[config.mk]
export PLATFORM = sky130hd
export DESIGN_NAME = tt_gpio_cfg_loader
export DESIGN_NICKNAME = d
export VERILOG_FILES = /design/src/rtl/tt_gpio_cfg_pkg.sv /design/src/rtl/tt_gpio_cfg_pad.sv /design/src/rtl/tt_gpio_cfg_loader.sv
export SDC_FILE = /design/constraint.sdc
export NUM_CORES = 2
export LEC_CHECK = 0
export CAP_MARGIN = 20
export CORE_ASPECT_RATIO = 0.8
export CORE_UTILIZATION = 30
export CTS_CLUSTER_DIAMETER = 60
export DETAILED_ROUTE_END_ITERATION = 16
export PLACE_DENSITY = 0.59
export SLEW_MARGIN = 15
export SYNTH_ARGS = -nofsm -noshare
export SYNTH_HDL_FRONTEND = slang
export SYNTH_HIERARCHICAL = 1
export SYNTH_SLANG_ARGS = --single-unit
export TNS_END_PERCENT = 10
[constraint.sdc]
create_clock -name clk -period 4.55 [get_ports clk]
set_input_delay 0.91 -clock clk [delete_from_list [all_inputs] [get_ports clk]]
set_output_delay 0.91 -clock clk [all_outputs]
set_load 0.02 [all_outputs]
[src/rtl/tt_gpio_cfg_pkg.sv]
// Shared constants, field positions and FSM state type for the GPIO pad-config loader.
package tt_gpio_cfg_pkg;

    // Width of one pad configuration word.
    localparam int unsigned CFG_W = 11;

    // Command opcodes, carried in bits [7:6] of the command byte.
    localparam logic [1:0] OP_WRITE    = 2'b00;
    localparam logic [1:0] OP_BCAST    = 2'b01;
    localparam logic [1:0] OP_APPLY    = 2'b10;
    localparam logic [1:0] OP_DEFAULTS = 2'b11;

    // Bit positions inside a configuration word.
    localparam int unsigned CFG_DM_LSB      = 0;
    localparam int unsigned CFG_INP_DIS     = 3;
    localparam int unsigned CFG_IB_MODE_SEL = 4;
    localparam int unsigned CFG_VTRIP_SEL   = 5;
    localparam int unsigned CFG_SLOW_SEL    = 6;
    localparam int unsigned CFG_HOLDOVER    = 7;
    localparam int unsigned CFG_ANALOG_EN   = 8;
    localparam int unsigned CFG_ANALOG_SEL  = 9;
    localparam int unsigned CFG_ANALOG_POL  = 10;

    typedef enum logic [1:0] {
        IDLE,
        DATA_HI,
        DATA_LO,
        COMMIT
    } state_e;

    // Build a config word from the two data bytes; high-byte bits [7:3] are reserved.
    function automatic logic [CFG_W-1:0] cfg_from_bytes(input logic [2:0] hi,
                                                        input logic [7:0] lo);
        return {hi, lo};
    endfunction

endpackage

[src/rtl/tt_gpio_cfg_pad.sv]
// One pad's shadow/active configuration register pair.
module tt_gpio_cfg_pad
    import tt_gpio_cfg_pkg::*;
#(
    parameter logic [CFG_W-1:0] DEFAULT_CFG = '0
) (
    input  logic             clk,
    input  logic             rst,
    input  logic             wr_en_i,
    input  logic [CFG_W-1:0] wdata_i,
    input  logic             apply_i,
    input  logic             defaults_i,
    output logic [CFG_W-1:0] active_o
);

    logic [CFG_W-1:0] shadow_q, shadow_d;
    logic [CFG_W-1:0] active_q, active_d;

    // Next-state: defaults override everything, apply copies shadow into active.
    always_comb begin
        shadow_d = shadow_q;
        active_d = active_q;
        if (defaults_i) begin
            shadow_d = DEFAULT_CFG;
            active_d = DEFAULT_CFG;
        end else begin
            if (wr_en_i) begin
                shadow_d = wdata_i;
            end
            if (apply_i) begin
                active_d = shadow_q;
            end
        end
    end

    // Register pair with synchronous reset to the default word.
    always_ff @(posedge clk) begin
        if (rst) begin
            shadow_q <= DEFAULT_CFG;
            active_q <= DEFAULT_CFG;
        end else begin
            shadow_q <= shadow_d;
            active_q <= active_d;
        end
    end

    assign active_o = active_q;

endmodule

[src/rtl/tt_gpio_cfg_loader.sv]
// Byte-stream pad configuration receiver: command FSM, data assembly, index decode
// and fan-out of the active words onto per-field pad control vectors.
module tt_gpio_cfg_loader
    import tt_gpio_cfg_pkg::*;
#(
    parameter int unsigned      N_PADS      = 44,
    parameter logic [CFG_W-1:0] DEFAULT_CFG = 11'h000
) (
    input  logic              clk,
    input  logic              rst,
    input  logic [7:0]        in_data,
    input  logic              in_valid,
    output logic              in_ready,
    output logic              busy,
    output logic              err,
    output logic [N_PADS-1:0] gpio_inp_dis,
    output logic [N_PADS-1:0] gpio_ib_mode_sel,
    output logic [N_PADS-1:0] gpio_vtrip_sel,
    output logic [N_PADS-1:0] gpio_slow_sel,
    output logic [N_PADS-1:0] gpio_holdover,
    output logic [N_PADS-1:0] gpio_analog_en,
    output logic [N_PADS-1:0] gpio_analog_sel,
    output logic [N_PADS-1:0] gpio_analog_pol,
    output logic [N_PADS-1:0] gpio_dm2,
    output logic [N_PADS-1:0] gpio_dm1,
    output logic [N_PADS-1:0] gpio_dm0
);

    state_e      state_q, state_d;
    logic [1:0]  op_q, op_d;
    logic [5:0]  idx_q, idx_d;
    logic [2:0]  hi_q, hi_d;
    logic [7:0]  lo_q, lo_d;
    logic        err_q, err_d;

    logic             accept;
    logic             commit;
    logic             idx_oor;
    logic             wr_one, wr_all, apply, dflt;
    logic [CFG_W-1:0] wdata;
    logic [CFG_W-1:0] active_w [N_PADS];

    assign in_ready = (state_q != COMMIT);
    assign busy     = (state_q != IDLE);
    assign err      = err_q;
    assign accept   = in_valid & in_ready;
    assign commit   = (state_q == COMMIT);
    // Widen by one bit so N_PADS = 64 compares correctly.
    assign idx_oor  = ({1'b0, idx_q} >= 7'(N_PADS));

    // Frame sequencing, byte capture and sticky error update.
    always_comb begin
        state_d = state_q;
        op_d    = op_q;
        idx_d   = idx_q;
        hi_d    = hi_q;
        lo_d    = lo_q;
        err_d   = err_q;
        unique case (state_q)
            IDLE: begin
                if (accept) begin
                    op_d  = in_data[7:6];
                    idx_d = in_data[5:0];
                    if (in_data[7:6] == OP_WRITE || in_data[7:6] == OP_BCAST) begin
                        state_d = DATA_HI;
                    end else begin
                        state_d = COMMIT;
                    end
                end
            end
            DATA_HI: begin
                if (accept) begin
                    hi_d    = in_data[2:0];
                    state_d = DATA_LO;
                end
            end
            DATA_LO: begin
                if (accept) begin
                    lo_d    = in_data;
                    state_d = COMMIT;
                end
            end
            COMMIT: begin
                state_d = IDLE;
                if (op_q == OP_WRITE && idx_oor) begin
                    err_d = 1'b1;
                end
                if (op_q == OP_DEFAULTS) begin
                    err_d = 1'b0;
                end
            end
            default: state_d = IDLE;
        endcase
    end

    // Control registers; reset discards any partial frame.
    always_ff @(posedge clk) begin
        if (rst) begin
            state_q <= IDLE;
            op_q    <= OP_WRITE;
            idx_q   <= '0;
            hi_q    <= '0;
            lo_q    <= '0;
            err_q   <= 1'b0;
        end else begin
            state_q <= state_d;
            op_q    <= op_d;
            idx_q   <= idx_d;
            hi_q    <= hi_d;
            lo_q    <= lo_d;
            err_q   <= err_d;
        end
    end

    assign wdata  = cfg_from_bytes(hi_q, lo_q);
    assign wr_one = commit & (op_q == OP_WRITE);
    assign wr_all = commit & (op_q == OP_BCAST);
    assign apply  = commit & (op_q == OP_APPLY);
    assign dflt   = commit & (op_q == OP_DEFAULTS);

    for (genvar i = 0; i < N_PADS; i++) begin : g_pad
        logic wr_en;
        // Out-of-range indices never match any instantiated pad.
        assign wr_en = wr_all | (wr_one & (idx_q == 6'(i)));

        tt_gpio_cfg_pad #(
            .DEFAULT_CFG(DEFAULT_CFG)
        ) u_pad (
            .clk       (clk),
            .rst       (rst),
            .wr_en_i   (wr_en),
            .wdata_i   (wdata),
            .apply_i   (apply),
            .defaults_i(dflt),
            .active_o  (active_w[i])
        );

        assign gpio_dm0[i]         = active_w[i][CFG_DM_LSB];
        assign gpio_dm1[i]         = active_w[i][CFG_DM_LSB+1];
        assign gpio_dm2[i]         = active_w[i][CFG_DM_LSB+2];
        assign gpio_inp_dis[i]     = active_w[i][CFG_INP_DIS];
        assign gpio_ib_mode_sel[i] = active_w[i][CFG_IB_MODE_SEL];
        assign gpio_vtrip_sel[i]   = active_w[i][CFG_VTRIP_SEL];
        assign gpio_slow_sel[i]    = active_w[i][CFG_SLOW_SEL];
        assign gpio_holdover[i]    = active_w[i][CFG_HOLDOVER];
        assign gpio_analog_en[i]   = active_w[i][CFG_ANALOG_EN];
        assign gpio_analog_sel[i]  = active_w[i][CFG_ANALOG_SEL];
        assign gpio_analog_pol[i]  = active_w[i][CFG_ANALOG_POL];
    end

endmodule

==> metrics.txt <==
fill cell count=11.7k; VDD IR max=339 uV; most frequent cells after synthesis=990 x dfxtp_1, 987 x mux2i_1, 946 x nor2_1; clk sinks=990; dpl ws=1.64 ns; period utilization=69.5%; vias in the first global route=22.9k; final WL=107000 um; crit-path max cell delay=0.77 ns; Hold Crit Depth=2; First DRT Iteration DRCs=1311; Avg Inst Size Synth=11.0 um2; die width=391 um; Hold Crit Endpoint=err; critical path's slowest cell=clkdlybuf4s50_1; most numerous cell in the Yosys netlist=dfxtp_1; die area=0.123 mm2; part of the Yosys area used for sequential elements=54.5%; crit path cell chain=inv_1 > ha_1 > inv_1 > clkdlybuf4s50_1; hold_ws=0.481 ns; die extent in y=313 um; Max FO, Critical Path=5; initial antenna violation count=5; cts repair resizes=0; placed insts=5268; routability cong.=0.740; H-tree depth=3; Worst R2R Setup Slack=1.69 ns; clock skew=0.0302 ns; clk slew on worst S/H paths=0.06 ns; first-pass GRT wire length=154000 um; FF-to-FF End=g_pad[39].u_pad/shadow_q[7]; Post-synth top flop=dfxtp_1; Initial Util=30.4%; synth top area cells=dfxtp_1 54%, mux2i_1 27%, nor2_1 9.8%; Yosys top cell by area=dfxtp_1; GR Util All Layers=16.8%; hold_sp=err; # Max-Cap Violations=0; final setup fails=0; Slew Limit Fails=0; Worst-Margin Slew=1.11 ns; CP Capture Type=output pin; area grow syn2layout=25.3%; mapped cell area=0.0364 mm2; outcome=finished, final reports clean; proportion of layout cells with a drive suffix above 1=9.06%; multi-input logic area=0.0147 mm2; number of nets in the layout=3780; storage element area=0.0199 mm2; clk root buf=clkbuf_16; relative slew slack=26.3%; asr flop ratio synth=0%; Hold Fails Final Rpt=0; static leakage=15.1 nW; CTS tree=done; DR vias=24.1k; IO Port Bufs=497; grt total ovfl=0; Pre-Repair DR Iteration Count=5; flops & latches, synth=990; routed vias/inst=4.40; worst setup margin=1.39 ns; Post-DP HPWL=66400 um; critical path required time=3.64 ns; largest net degree at the start of global routing=69; Worst-Skew Late Latency=0.71 ns; R2R Path Start=state_q[0]; CP Data Arrival Time=2.25 ns; cells after synthesis=3296; post-synthesis cell type count=31; CTS Hold Bufs=0; Max Fclk=316 MHz; Mapped Nets=3311; worst setup path category=reg -> out; worst min-delay path class=reg -> reg; cell repeated most along the worst path=inv_1; FF-to-FF path depth=7; Ys Warns=6; Setup Fix Bufs, Post-CTS=0; WL/cell=19.5 um; CORE AREA=0.119 mm2; fin crit period=3.16 ns; Core Rows=113; design area=0.0456 mm2; Fin Setup TNS=0 ns; Worst setup SP type=flop; CTS buffer count=105; Ports=498; dpl cell area=0.0421 mm2; Residual DRC=0; power per cell area=398 mW/mm2; worst-case clock buffer depth=3; non-filler cells in the finished layout=5465; RSZ-0062 raised after global routing=no; post-synth top area share=54.5%; Post-synth EDFFs=0; Detail Route Antenna Nets=0
-- worst max-delay path: cells and delay by family (launching register included) --
kind	cells	cell delay, ns
fa+ha+maj	1	0.25
buf+inv	3	0.94
flops	1	0.36
-- cell usage in the layout (no fill, tap or decap), drive strengths merged, types with 5 or more instances in the layout --
cell type,netlist,layout
nand3,5,5
nor2,990,990
buf,181,55
mux2i,987,987
clkbuf,8,151
clkdlybuf4s50,0,496
or2,44,44
inv,4,15
nand2,12,12
o21ai,42,42
dfxtp,990,990
clkinv,0,26
-- metal layers --
| layer | part of all wire (%) | vias up | GRT usage, % |
|---|---|---|---|
| met3 | 6.8 | 118 | 5.48 |
| li1 | - | 12000 | - |
| met5 | 0.043 | - | 0 |
| met2 | 43 | 498 | 25.3 |
| met1 | 48 | 11500 | 23.2 |
| met4 | 1.8 | 6 | 3.99 |
-- metrics by stage --
stage               total power [mW]  util (%)
floorplan                       9.45         -
global placement                9.71      35.2
detailed placement              9.72      35.2
CTS                             18.4      38.1
global route                    18.8      38.1
finish                          18.1      38.1
-- worst max path at each step --
stage,endpoint,start,depth (start not counted)
after floorplan,g_pad[0].u_pad/active_o[0],state_q[0],6
after global placement,g_pad[39].u_pad/shadow_q[9],state_q[0],7
after detailed placement,g_pad[39].u_pad/shadow_q[7],state_q[0],7
after CTS,busy,state_q[0],4
after global routing,busy,state_q[0],4
final,busy,state_q[0],4
-- state kept, by name, summed over array words and instances, names as in the netlist --
signal	cells
err	1
lo_q	8
state_q	2
g_pad.u_pad/active_o	484
idx_q	6
op_q	2
hi_q	3
g_pad.u_pad/shadow_q	484
-- final cells by class --
cell class / instances / share of cell area [%]
tap: 1610 / 4.42
timing repair buffer: 551 / 12.0
inverter: 4 / 0.0330
antenna: 3 / 0.0165
clock inverter: 43 / 0.849
sequential: 990 / 43.6
clock buffer: 151 / 6.82
multi-input combinational: 2113 / 32.3
-- cell families after synthesis --
family	after synthesis	share of synthesized area (%)
multiplexers	987	27.2
flip-flops	990	54.5
adder cells (fa/ha/maj)	4	0.138
buffers and inverters	193	5.25
AO/OA/AOI/OAI	50	0.784
AND/OR/NAND/NOR	1072	12.2
-- power breakdown --
group	internal, mW	switching (mW)	total [mW]
Sequential	8.69	0.167	8.86
Combinational	0.191	0.455	0.646
Clock	4.99	3.64	8.63
Total	13.9	4.26	18.1
Power figures use the tool's default switching activity.
